`src/rtl/eco32_uart_tx_pkg.sv`:
```
// eco32_uart_tx_pkg
// Shared definitions for the UART TX packet deformatter:
//   - completion event command code
//   - flit layout (sof flag above the 72-bit ring payload)
//   - header byte-count field position
//   - completion event pointer bit positions and a packing helper
//   - FSM state encoding
package eco32_uart_tx_pkg;

    localparam logic [7:0]  TX_DONE_CMD  = 8'h04;

    localparam int unsigned UL_DATA_W    = 72;
    localparam int unsigned FLIT_W       = UL_DATA_W + 1;
    localparam int unsigned FLIT_SOF_BIT = UL_DATA_W;
    localparam int unsigned PAYLOAD_W    = 64;

    localparam int unsigned HDR_CNT_LSB  = 0;
    localparam int unsigned HDR_CNT_W    = 12;

    localparam int unsigned EVE_PTR_W    = 36;
    localparam int unsigned PTR_OVF_BIT  = 35;
    localparam int unsigned PTR_ERR_BIT  = 34;
    localparam int unsigned PTR_STAT_LSB = 18;
    localparam int unsigned PTR_STAT_W   = 16;
    localparam int unsigned PTR_SENT_LSB = 0;

    typedef enum logic [2:0] {
        ST_IDLE,
        ST_LOAD,
        ST_SEND,
        ST_EVENT,
        ST_DRAIN
    } tx_state_e;

    function automatic logic [EVE_PTR_W-1:0] build_eve_ptr(
        input logic                  ovf,
        input logic                  err,
        input logic [PTR_STAT_W-1:0] stat,
        input logic [HDR_CNT_W-1:0]  sent
    );
        logic [EVE_PTR_W-1:0] p;
        p = '0;
        p[PTR_OVF_BIT]                     = ovf;
        p[PTR_ERR_BIT]                     = err;
        p[PTR_STAT_LSB +: PTR_STAT_W]      = stat;
        p[PTR_SENT_LSB +: HDR_CNT_W]       = sent;
        return p;
    endfunction

endpackage

```
`src/rtl/eco32_flit_fifo.sv`:
```
// eco32_flit_fifo
// Synchronous first-word-fall-through FIFO for ring flits.
// Ports:
//   clk, rst_n        clock, asynchronous active-low reset
//   wr_en, wr_data    push request and data
//   rd_en             pop request (ignored when empty)
//   rd_data           head entry (valid while !empty)
//   empty, full       status
//   count             current occupancy
//   count_nxt         occupancy after the current cycle's push/pop
//   drop              push refused because the FIFO stayed full
module eco32_flit_fifo #(
    parameter int unsigned DEPTH = 16,
    parameter int unsigned WIDTH = 73,
    localparam int unsigned AW   = $clog2(DEPTH)
) (
    input  logic             clk,
    input  logic             rst_n,
    input  logic             wr_en,
    input  logic [WIDTH-1:0] wr_data,
    input  logic             rd_en,
    output logic [WIDTH-1:0] rd_data,
    output logic             empty,
    output logic             full,
    output logic [AW:0]      count,
    output logic [AW:0]      count_nxt,
    output logic             drop
);

    logic [WIDTH-1:0] mem [DEPTH];
    logic [AW-1:0]    wr_ptr;
    logic [AW-1:0]    rd_ptr;
    logic             rd_ok;
    logic             wr_ok;

    assign empty   = (count == '0);
    assign full    = (count == (AW+1)'(DEPTH));
    assign rd_data = mem[rd_ptr];

    // A pop in the same cycle frees the slot, so a push while full still lands.
    assign rd_ok = rd_en && !empty;
    assign wr_ok = wr_en && (!full || rd_ok);
    assign drop  = wr_en && !wr_ok;

    always_comb begin
        count_nxt = count;
        case ({wr_ok, rd_ok})
            2'b10:   count_nxt = count + (AW+1)'(1);
            2'b01:   count_nxt = count - (AW+1)'(1);
            default: count_nxt = count;
        endcase
    end

    always_ff @(posedge clk) begin
        if (wr_ok) begin
            mem[wr_ptr] <= wr_data;
        end
    end

    always_ff @(posedge clk or negedge rst_n) begin
        if (!rst_n) begin
            wr_ptr <= '0;
            rd_ptr <= '0;
            count  <= '0;
        end else begin
            if (wr_ok) wr_ptr <= wr_ptr + AW'(1);
            if (rd_ok) rd_ptr <= rd_ptr + AW'(1);
            count <= count_nxt;
        end
    end

endmodule

```
`src/rtl/eco32_uart_tx_pktdeform.sv`:
```
// eco32_uart_tx_pktdeform
// Takes packets from the upstream ring, buffers the flits and serialises the
// payload bytes onto the byte handshake feeding the serial transmitter. Each
// packet with a non-zero byte count finishes with a completion event.
// Optional build macro: ETH_TX_PKT_STATS_EN adds a 16-bit completed-event
// counter reported in dl_eve_ptr[33:18] (value before increment).
// Ports:
//   clk, rst                        clock, asynchronous active-low reset
//   ul_stb, ul_sof, ul_data[71:0]   ring flit input (sof marks header)
//   ul_af[1:0]                      [0] almost full, [1] full (registered)
//   tx_stb, tx_data[7:0], tx_ack    byte output handshake
//   dl_eve_stb, dl_eve_ack          completion event handshake
//   dl_eve_cmd, dl_eve_dev          constant event command / destination
//   dl_eve_ptr[35:0]                {ovf, err, stats/zero, sent[11:0]}
module eco32_uart_tx_pktdeform
    import eco32_uart_tx_pkg::*;
#(
    parameter int unsigned FIFO_DEPTH  = 16,
    parameter int unsigned AF_MARGIN   = 4,
    parameter logic [7:0]  EVE_DEST    = 8'hFF,
    parameter logic [7:0]  CMD_TX_DONE = TX_DONE_CMD
) (
    input  logic                 clk,
    input  logic                 rst,
    input  logic                 ul_stb,
    input  logic                 ul_sof,
    input  logic [UL_DATA_W-1:0] ul_data,
    output logic [1:0]           ul_af,
    output logic                 tx_stb,
    output logic [7:0]           tx_data,
    input  logic                 tx_ack,
    output logic                 dl_eve_stb,
    output logic [7:0]           dl_eve_cmd,
    output logic [7:0]           dl_eve_dev,
    output logic [EVE_PTR_W-1:0] dl_eve_ptr,
    input  logic                 dl_eve_ack
);

    localparam int unsigned AW       = $clog2(FIFO_DEPTH);
    localparam logic [AW:0] DEPTH_C  = (AW+1)'(FIFO_DEPTH);
    localparam logic [AW:0] MARGIN_C = (AW+1)'(AF_MARGIN);

    logic [FLIT_W-1:0]     head;
    logic                  head_sof;
    logic [HDR_CNT_W-1:0]  head_cnt;
    logic                  fifo_empty;
    logic                  fifo_full;
    logic [AW:0]           fifo_count;
    logic [AW:0]           fifo_count_nxt;
    logic                  fifo_drop;
    logic                  fifo_pop;

    tx_state_e             state;
    logic [PAYLOAD_W-1:0]  shreg;
    logic [HDR_CNT_W-1:0]  rem_cnt;
    logic [HDR_CNT_W-1:0]  sent_cnt;
    logic [2:0]            idx;
    logic                  err;
    logic                  ovf;
    logic [PTR_STAT_W-1:0] stat_val;
    logic                  eve_done;

    eco32_flit_fifo #(
        .DEPTH (FIFO_DEPTH),
        .WIDTH (FLIT_W)
    ) u_fifo (
        .clk       (clk),
        .rst_n     (rst),
        .wr_en     (ul_stb),
        .wr_data   ({ul_sof, ul_data}),
        .rd_en     (fifo_pop),
        .rd_data   (head),
        .empty     (fifo_empty),
        .full      (fifo_full),
        .count     (fifo_count),
        .count_nxt (fifo_count_nxt),
        .drop      (fifo_drop)
    );

    assign head_sof = head[FLIT_SOF_BIT];
    assign head_cnt = head[HDR_CNT_LSB +: HDR_CNT_W];
    assign eve_done = dl_eve_stb && dl_eve_ack;

    // Headers are consumed in IDLE; LOAD and DRAIN only ever consume data flits
    // so a header that shows up there is left for the next packet.
    always_comb begin
        fifo_pop = 1'b0;
        case (state)
            ST_IDLE:  fifo_pop = !fifo_empty;
            ST_LOAD:  fifo_pop = !fifo_empty && !head_sof;
            ST_DRAIN: fifo_pop = !fifo_empty && !head_sof;
            default:  fifo_pop = 1'b0;
        endcase
    end

    // Registered from the next occupancy so the flags line up with the
    // occupancy reached by the write/read of the previous cycle.
    always_ff @(posedge clk or negedge rst) begin
        if (!rst) begin
            ul_af <= '0;
        end else begin
            ul_af <= {fifo_count_nxt == DEPTH_C,
                      (DEPTH_C - fifo_count_nxt) <= MARGIN_C};
        end
    end

    always_ff @(posedge clk or negedge rst) begin
        if (!rst) begin
            state      <= ST_IDLE;
            shreg      <= '0;
            rem_cnt    <= '0;
            sent_cnt   <= '0;
            idx        <= '0;
            err        <= 1'b0;
            ovf        <= 1'b0;
            tx_stb     <= 1'b0;
            dl_eve_stb <= 1'b0;
        end else begin
            // A drop coinciding with an event accept stays recorded for the next event.
            if (fifo_drop) begin
                ovf <= 1'b1;
            end else if (eve_done) begin
                ovf <= 1'b0;
            end

            case (state)
                ST_IDLE: begin
                    if (!fifo_empty && head_sof) begin
                        rem_cnt  <= head_cnt;
                        sent_cnt <= '0;
                        if (head_cnt != '0) begin
                            state <= ST_LOAD;
                        end
                    end
                end
                ST_LOAD: begin
                    if (!fifo_empty) begin
                        if (!head_sof) begin
                            shreg  <= head[PAYLOAD_W-1:0];
                            idx    <= '0;
                            tx_stb <= 1'b1;
                            state  <= ST_SEND;
                        end else begin
                            err        <= 1'b1;
                            dl_eve_stb <= 1'b1;
                            state      <= ST_EVENT;
                        end
                    end
                end
                ST_SEND: begin
                    if (tx_ack) begin
                        shreg    <= shreg >> 8;
                        rem_cnt  <= rem_cnt - HDR_CNT_W'(1);
                        sent_cnt <= sent_cnt + HDR_CNT_W'(1);
                        idx      <= idx + 3'd1;
                        if (rem_cnt == HDR_CNT_W'(1)) begin
                            tx_stb     <= 1'b0;
                            dl_eve_stb <= 1'b1;
                            state      <= ST_EVENT;
                        end else if (idx == 3'd7) begin
                            tx_stb <= 1'b0;
                            state  <= ST_LOAD;
                        end
                    end
                end
                ST_EVENT: begin
                    if (dl_eve_ack) begin
                        dl_eve_stb <= 1'b0;
                        err        <= 1'b0;
                        state      <= ST_DRAIN;
                    end
                end
                ST_DRAIN: begin
                    if (fifo_empty || head_sof) begin
                        state <= ST_IDLE;
                    end
                end
                default: state <= ST_IDLE;
            endcase
        end
    end

`ifdef ETH_TX_PKT_STATS_EN
    logic [PTR_STAT_W-1:0] ev_cnt;

    always_ff @(posedge clk or negedge rst) begin
        if (!rst) begin
            ev_cnt <= '0;
        end else if (eve_done) begin
            ev_cnt <= ev_cnt + PTR_STAT_W'(1);
        end
    end

    assign stat_val = ev_cnt;
`else
    assign stat_val = '0;
`endif

    assign tx_data    = shreg[7:0];
    assign dl_eve_cmd = CMD_TX_DONE;
    assign dl_eve_dev = EVE_DEST;
    assign dl_eve_ptr = dl_eve_stb ? build_eve_ptr(ovf, err, stat_val, sent_cnt) : '0;

    logic unused_sigs;
    assign unused_sigs = ^{head[UL_DATA_W-1:PAYLOAD_W], fifo_full, fifo_count};

endmodule

```
`config.mk`:
```
export PLATFORM = sky130hd
export DESIGN_NAME = eco32_uart_tx_pktdeform
export DESIGN_NICKNAME = d
export VERILOG_FILES = /design/src/rtl/eco32_uart_tx_pkg.sv /design/src/rtl/eco32_flit_fifo.sv /design/src/rtl/eco32_uart_tx_pktdeform.sv
export SDC_FILE = /design/constraint.sdc
export NUM_CORES = 1
export LEC_CHECK = 0
export CORE_MARGIN = 5
export CORE_UTILIZATION = 25
export CTS_CLUSTER_DIAMETER = 80
export CTS_CLUSTER_SIZE = 12
export DETAILED_ROUTE_END_ITERATION = 10
export GPL_TIMING_DRIVEN = 0
export SETUP_SLACK_MARGIN = 0.15
export SLEW_MARGIN = 0
export SYNTH_ARGS = -nofsm -noshare
export SYNTH_HDL_FRONTEND = slang
export SYNTH_HIERARCHICAL = 1
export SYNTH_SLANG_ARGS = --single-unit
```
`constraint.sdc`:
```
create_clock -name clk -period 13 [get_ports clk]
set_input_delay 3.9 -clock clk [delete_from_list [all_inputs] [get_ports clk]]
set_output_delay 3.9 -clock clk [all_outputs]
set_load 0.005 [all_outputs]
```
# Yosys cells after proc, flatten, opt, wreduce, memory -nomap -nowiden
# Memories as Yosys holds them, arrays and structs flattened.
# Cells that the tools add are included.
dict set report totals {
  reg_bits 113
  latch_bits 0
  mem_bits_rw 1168
  rom_bits 0
  inputBits 78
  out_inout_bits 64
  wordCells 114
  n_memories 1
}
# name words word_bits read_ports rd_ports_with_merged_regs wr line
set mem_list {}
lappend mem_list {u_fifo.mem 16 73 1 0 1 eco32_flit_fifo.sv:30} ;# logic [WIDTH-1:0] mem [DEPTH];
dict set report classes {
  n_addsub 8
  n_mul 0
  div_mod_pow 0
  n_lt_le_gt_ge 1
  n_eq_ne 20
  shifts 0
  muxes 44
  bitwise_logic 0
  reduce_logical 27
}
# operator count
set op_table {}
lappend op_table {{64-bit 2-to-1 mux} 3}
lappend op_table {{64-bit case mux with 2 select lines} 1}
lappend op_table {{12-bit 2-to-1 mux} 4}
lappend op_table {{12-bit case mux with 2 select lines} 2}
lappend op_table {{36-bit 2-to-1 mux} 1}
lappend op_table {{3-bit 2-to-1 mux} 11}
lappend op_table {{2-bit != test (second input constant)} 9}
lappend op_table {{1-bit 2-to-1 mux} 15}
lappend op_table {{3-bit case mux with 5 select lines} 1}
lappend op_table {{12-bit by 1-bit adder with 12-bit output (second input constant)} 1}
lappend op_table {{12-bit by 1-bit == test with 1-bit output (second input constant)} 1}
lappend op_table {{12-bit nonzero test} 1}
lappend op_table {{12-bit by 1-bit subtractor with 12-bit output (second input constant)} 1}
lappend op_table {{5-bit == test (second input constant)} 2}
lappend op_table {{5-bit case mux with 2 select lines} 1}
lappend op_table {{4-bit by 1-bit adder with 4-bit output (second input constant)} 2}
lappend op_table {{4-bit AND reduction} 2}
lappend op_table {{2-bit nonzero test} 4}
lappend op_table {{7-bit AND reduction} 1}
lappend op_table {{3-bit by 2-bit == test with 1-bit output (second input constant)} 2}
lappend op_table {{3-bit == test (second input constant)} 2}
lappend op_table {{1-bit logical AND} 6}
lappend op_table {{1-bit case mux with 2 select lines} 3}
lappend op_table {{3-bit case mux with 2 select lines} 1}
lappend op_table {{other kinds (19)} 23}

# Longest topological paths before layout
dict set report logic_depth {
  depth_word 11
  depth_mapped 21
  ltp_nobuf 17
}

# Hierarchy
# Netlist, hierarchy kept.
# mod n_inst cells_per_inst area_each_um2 seq_area_each_um2
set modules_own_cells {}
lappend modules_own_cells {eco32_flit_fifo 1 2184 45349.7 35399.0}
lappend modules_own_cells {eco32_uart_tx_pktdeform 1 578 5464.0 2502.4}

# Worst setup path after synthesis
# No wires, ideal clock.
dict set report synth_timing {
  path_kind {input port to flip-flop}
  start {input ul_stb}
  end {memory u_fifo.mem[1][0], enable pin}
  setup_ns 0.594
  arrival_time_ns 9.250
  t_required_ns 12.406
  setup_slack_ns 3.156
  path_stages 4
  path_buffers 1
  cell_sequence {o31a_1 > buf_2 > nand2_1 > nor3_1}
}
dict set report synth_via {
  elab_chain_cells 3
}
# element line
set synth_lines {}
lappend synth_lines {{from (decl)} eco32_uart_tx_pktdeform.sv:25} ;# input logic ul_stb,
lappend synth_lines {{1-bit logical AND} eco32_flit_fifo.sv:42} ;# assign wr_ok = wr_en && (!full || rd_ok);
lappend synth_lines {{1-bit 2-to-1 mux} eco32_flit_fifo.sv:55} ;# if (wr_ok) begin
lappend synth_lines {{1-bit 2-to-1 mux (not written as such)} eco32_flit_fifo.sv:56} ;# mem[wr_ptr] <= wr_data;
lappend synth_lines {{to (decl)} eco32_flit_fifo.sv:30}
# Every way passes these cells.

# Final worst setup path
dict set report layout_timing {
  start {register dl_eve_stb}
  end {output dl_eve_ptr[34]}
}
dict set report layout_via {
  elab_chain_cells 1
}
# element line
set layout_lines {}
lappend layout_lines {{from (decl)} eco32_uart_tx_pktdeform.sv:32} ;# output logic dl_eve_stb,
lappend layout_lines {{from (signal assigned)} eco32_uart_tx_pktdeform.sv:117} ;# dl_eve_stb <= 1'b0;
lappend layout_lines {{from (signal assigned)} eco32_uart_tx_pktdeform.sv:145} ;# dl_eve_stb <= 1'b1;
lappend layout_lines {{from (signal assigned)} eco32_uart_tx_pktdeform.sv:158} ;# dl_eve_stb <= 1'b1;
lappend layout_lines {{36-bit 2-to-1 mux} eco32_uart_tx_pktdeform.sv:202} ;# assign dl_eve_ptr = dl_eve_stb ? build_eve_ptr(ovf, err, stat_val, sent_cnt) : '0;
lappend layout_lines {{to (decl)} eco32_uart_tx_pktdeform.sv:35} ;# output logic [EVE_PTR_W-1:0] dl_eve_ptr,
# Every way passes these cells.

==> flow_summary.ini <==
[timing]
worst_clock_skew_ns = 0.0394
final_period_minus_worst_setup_slack_ns = 6.46
worstMarginPinSlew_ns = 1.22
maxSlewHeadroom_pct = 18.6
unrepaired_setup_endpoints_after_global_routing = false
finalCritPeriodShare_pct = 49.7
hold_viol = 0
report.final.slew_viol_count = 0
report.final.setup_viol = 0
max_freq_mhz = 155

[cts]
inserted_clock_buffers = 106
cts.sinks = 1153
htreeDepth = 3
number_of_buffers_inserted_by_post_cts_setup_repair = 0
cts.clk_slew.worst_paths_ns = 0.07
cell_chosen_for_the_clock_root = sky130_fd_sc_hd__clkbuf_16
tritoncts = done
holdBufCountCts = 0
clock_latency_ns = 0.69
maximum_clock_path_buffer_count = 3
ctsResizeCount = 0

[global_route]
grt_first_pass_wirelength_mm = 173
grt_use_total_pct = 12.1
grt_remaining_overflow = 0
grt_start_max_net_pins = 92
grt_pass1_vias = 24700
antenna_found_initial = 32

[min_path]
hold_path.class = flip-flop to flip-flop

[placed_design]
gpl.final_weighted_congestion = 0.762
buffer_ports.inserted = 95
place.detailed.hpwl_mm = 81.3
placed_cell_area_um2 = 51500

[setup_path]
crit_chain = clkbuf_1, and2_1, clkdlybuf4s50_1
worst_path_max_delay_cell = sky130_fd_sc_hd__clkdlybuf4s50_1
timing.reg2reg.worst_path_depth = 21
path_class = flip-flop to output port
worst-path-max-fanout = 10
timing.critical_path.from = dl_eve_stb
rr_endpoint = ul_af[0]
worst-endpoint-arrival_ns = 2.56
regToRegSetupSlack_ns = 8.02
crit_required_ns = 9.10
worstReg2RegStart = u_fifo/rd_ptr[0]
end_kind = output port
timing.critical_path.to = dl_eve_ptr[34]
cp_slowest_stage_delay_ns = 0.56
critPathLaunchType = flip-flop

[floorplanning]
initial_cell_density_of_the_core_pct = 25.1
fp.dieW_um = 439
core_area_um2 = 183000
die-area_um2 = 193000
die_h_um = 439
placementRows = 157
num_io_pins = 142

[power]
power.density_cell_area_nw_per_um2 = 217
power.leakage_nw = 18.1
peakVddDrop_mv = 0.123

[route]
wl_per_cell_um = 22.2
drt.antenna.violating_nets = 0
totalWireLength_mm = 119
drc = 0
drt_first_pass_iters = 5
routed_via_density = 4.59
num_vias = 24700
dr.first_iter.drc_count = 2188

[finish]
drive_gt1_share_pct = 16.1
final_design_area_no_fill_um2 = 54400
multi_input_comb_area_um2 = 10800
nNetsFinal = 2947
area_delta_synth_final_pct = 18.3
final_cell_mix = sky130_fd_sc_hd__edfxtp_1 (1040), sky130_fd_sc_hd__mux2i_1 (317), sky130_fd_sc_hd__nand2_1 (167)
finalCoreUtilization_pct = 29.7
final_common_cell = sky130_fd_sc_hd__edfxtp_1
nFillCells = 17900
layout.area.seq_um2 = 34100

[logic_synthesis]
syn_inst = 2545
post_synth.cell_area_avg_um2 = 18.1
yosysWarningCount = 6
post_synth_instance_area_um2 = 46000

[outcome]
run_status = finished, final reports clean

[job]
maxCapViolations = 0
[report_power, final]
group,total [W],leakage (nW),internal [W],switching (W)
Clock,0.00278,1.41,0.00150,0.00129
Sequential,0.00475,10.8,0.00454,0.000210
Combinational,0.00427,5.94,0.00164,0.00263
[worst max-delay path, delay by kind of cell, from the launching register on]
family | cells | cell delay [ns]
simple gates | 1 | 0.36
flops | 1 | 0.52
buf+inv | 2 | 0.99
[final cells by class]
| cell class | instances | area share (%) |
|---|---|---|
| Multi-Input combinational cell | 1207 | 19.9 |
| Timing Repair Buffer | 164 | 3.93 |
| Clock buffer | 155 | 5.21 |
| Tap cell | 2464 | 5.66 |
| Sequential cell | 1153 | 62.6 |
| Buffer | 210 | 2.47 |
| Antenna cell | 8 | 0.0368 |
| Clock inverter | 6 | 0.163 |
| Inverter | 11 | 0.0759 |
[metal layers]
| layer | share of wire [%] | GRT usage [%] | wire length, um |
|---|---|---|---|
| met4 | 3.0 | 3.96 | 3540 |
| met3 | 6.5 | 2.35 | 7800 |
| met1 | 41 | 15.6 | 48900 |
| met5 | 0.10 | 0 | 124 |
| met2 | 49 | 20.4 | 58800 |
[sequential cells by signal (all words and copies together) (netlist names)]
register	count
dl_eve_stb	1
err	1
idx	3
ovf	1
rem_cnt	12
sent_cnt	12
shreg	64
state	3
tx_stb	1
u_fifo/count	5
u_fifo/mem	1040
u_fifo/rd_ptr	4
u_fifo/wr_ptr	4
ul_af	2
[stage by stage]
step | setup WS [ns] | TNS, ns | hold WS, ns | cells | power, W
final | 6.54 | 0 | 0.480 | 5378 | 0.0118
after global routing | 6.45 | 0 | 0.503 | 5375 | 0.0124
after detailed placement | 6.22 | 0 | 0.468 | 5209 | 0.00912
after floorplan | 3.72 | 0 | 0.442 | 2581 | 0.00750
after CTS | 6.42 | 0 | 0.482 | 5370 | 0.0119
after global placement | -2.43 | -609.04 | 0.454 | 5140 | 0.00901
[worst min path at each step]
stage,startpoint,endpoint,slack (ns),cells past startpoint
finish,ovf,ovf,0.48,1
global route,ovf,ovf,0.50,1
CTS,ovf,ovf,0.48,1
detailed placement,ovf,ovf,0.47,1
global placement,ovf,ovf,0.45,1
floorplan,ovf,ovf,0.44,1
(Power assumes the default switching activity.)
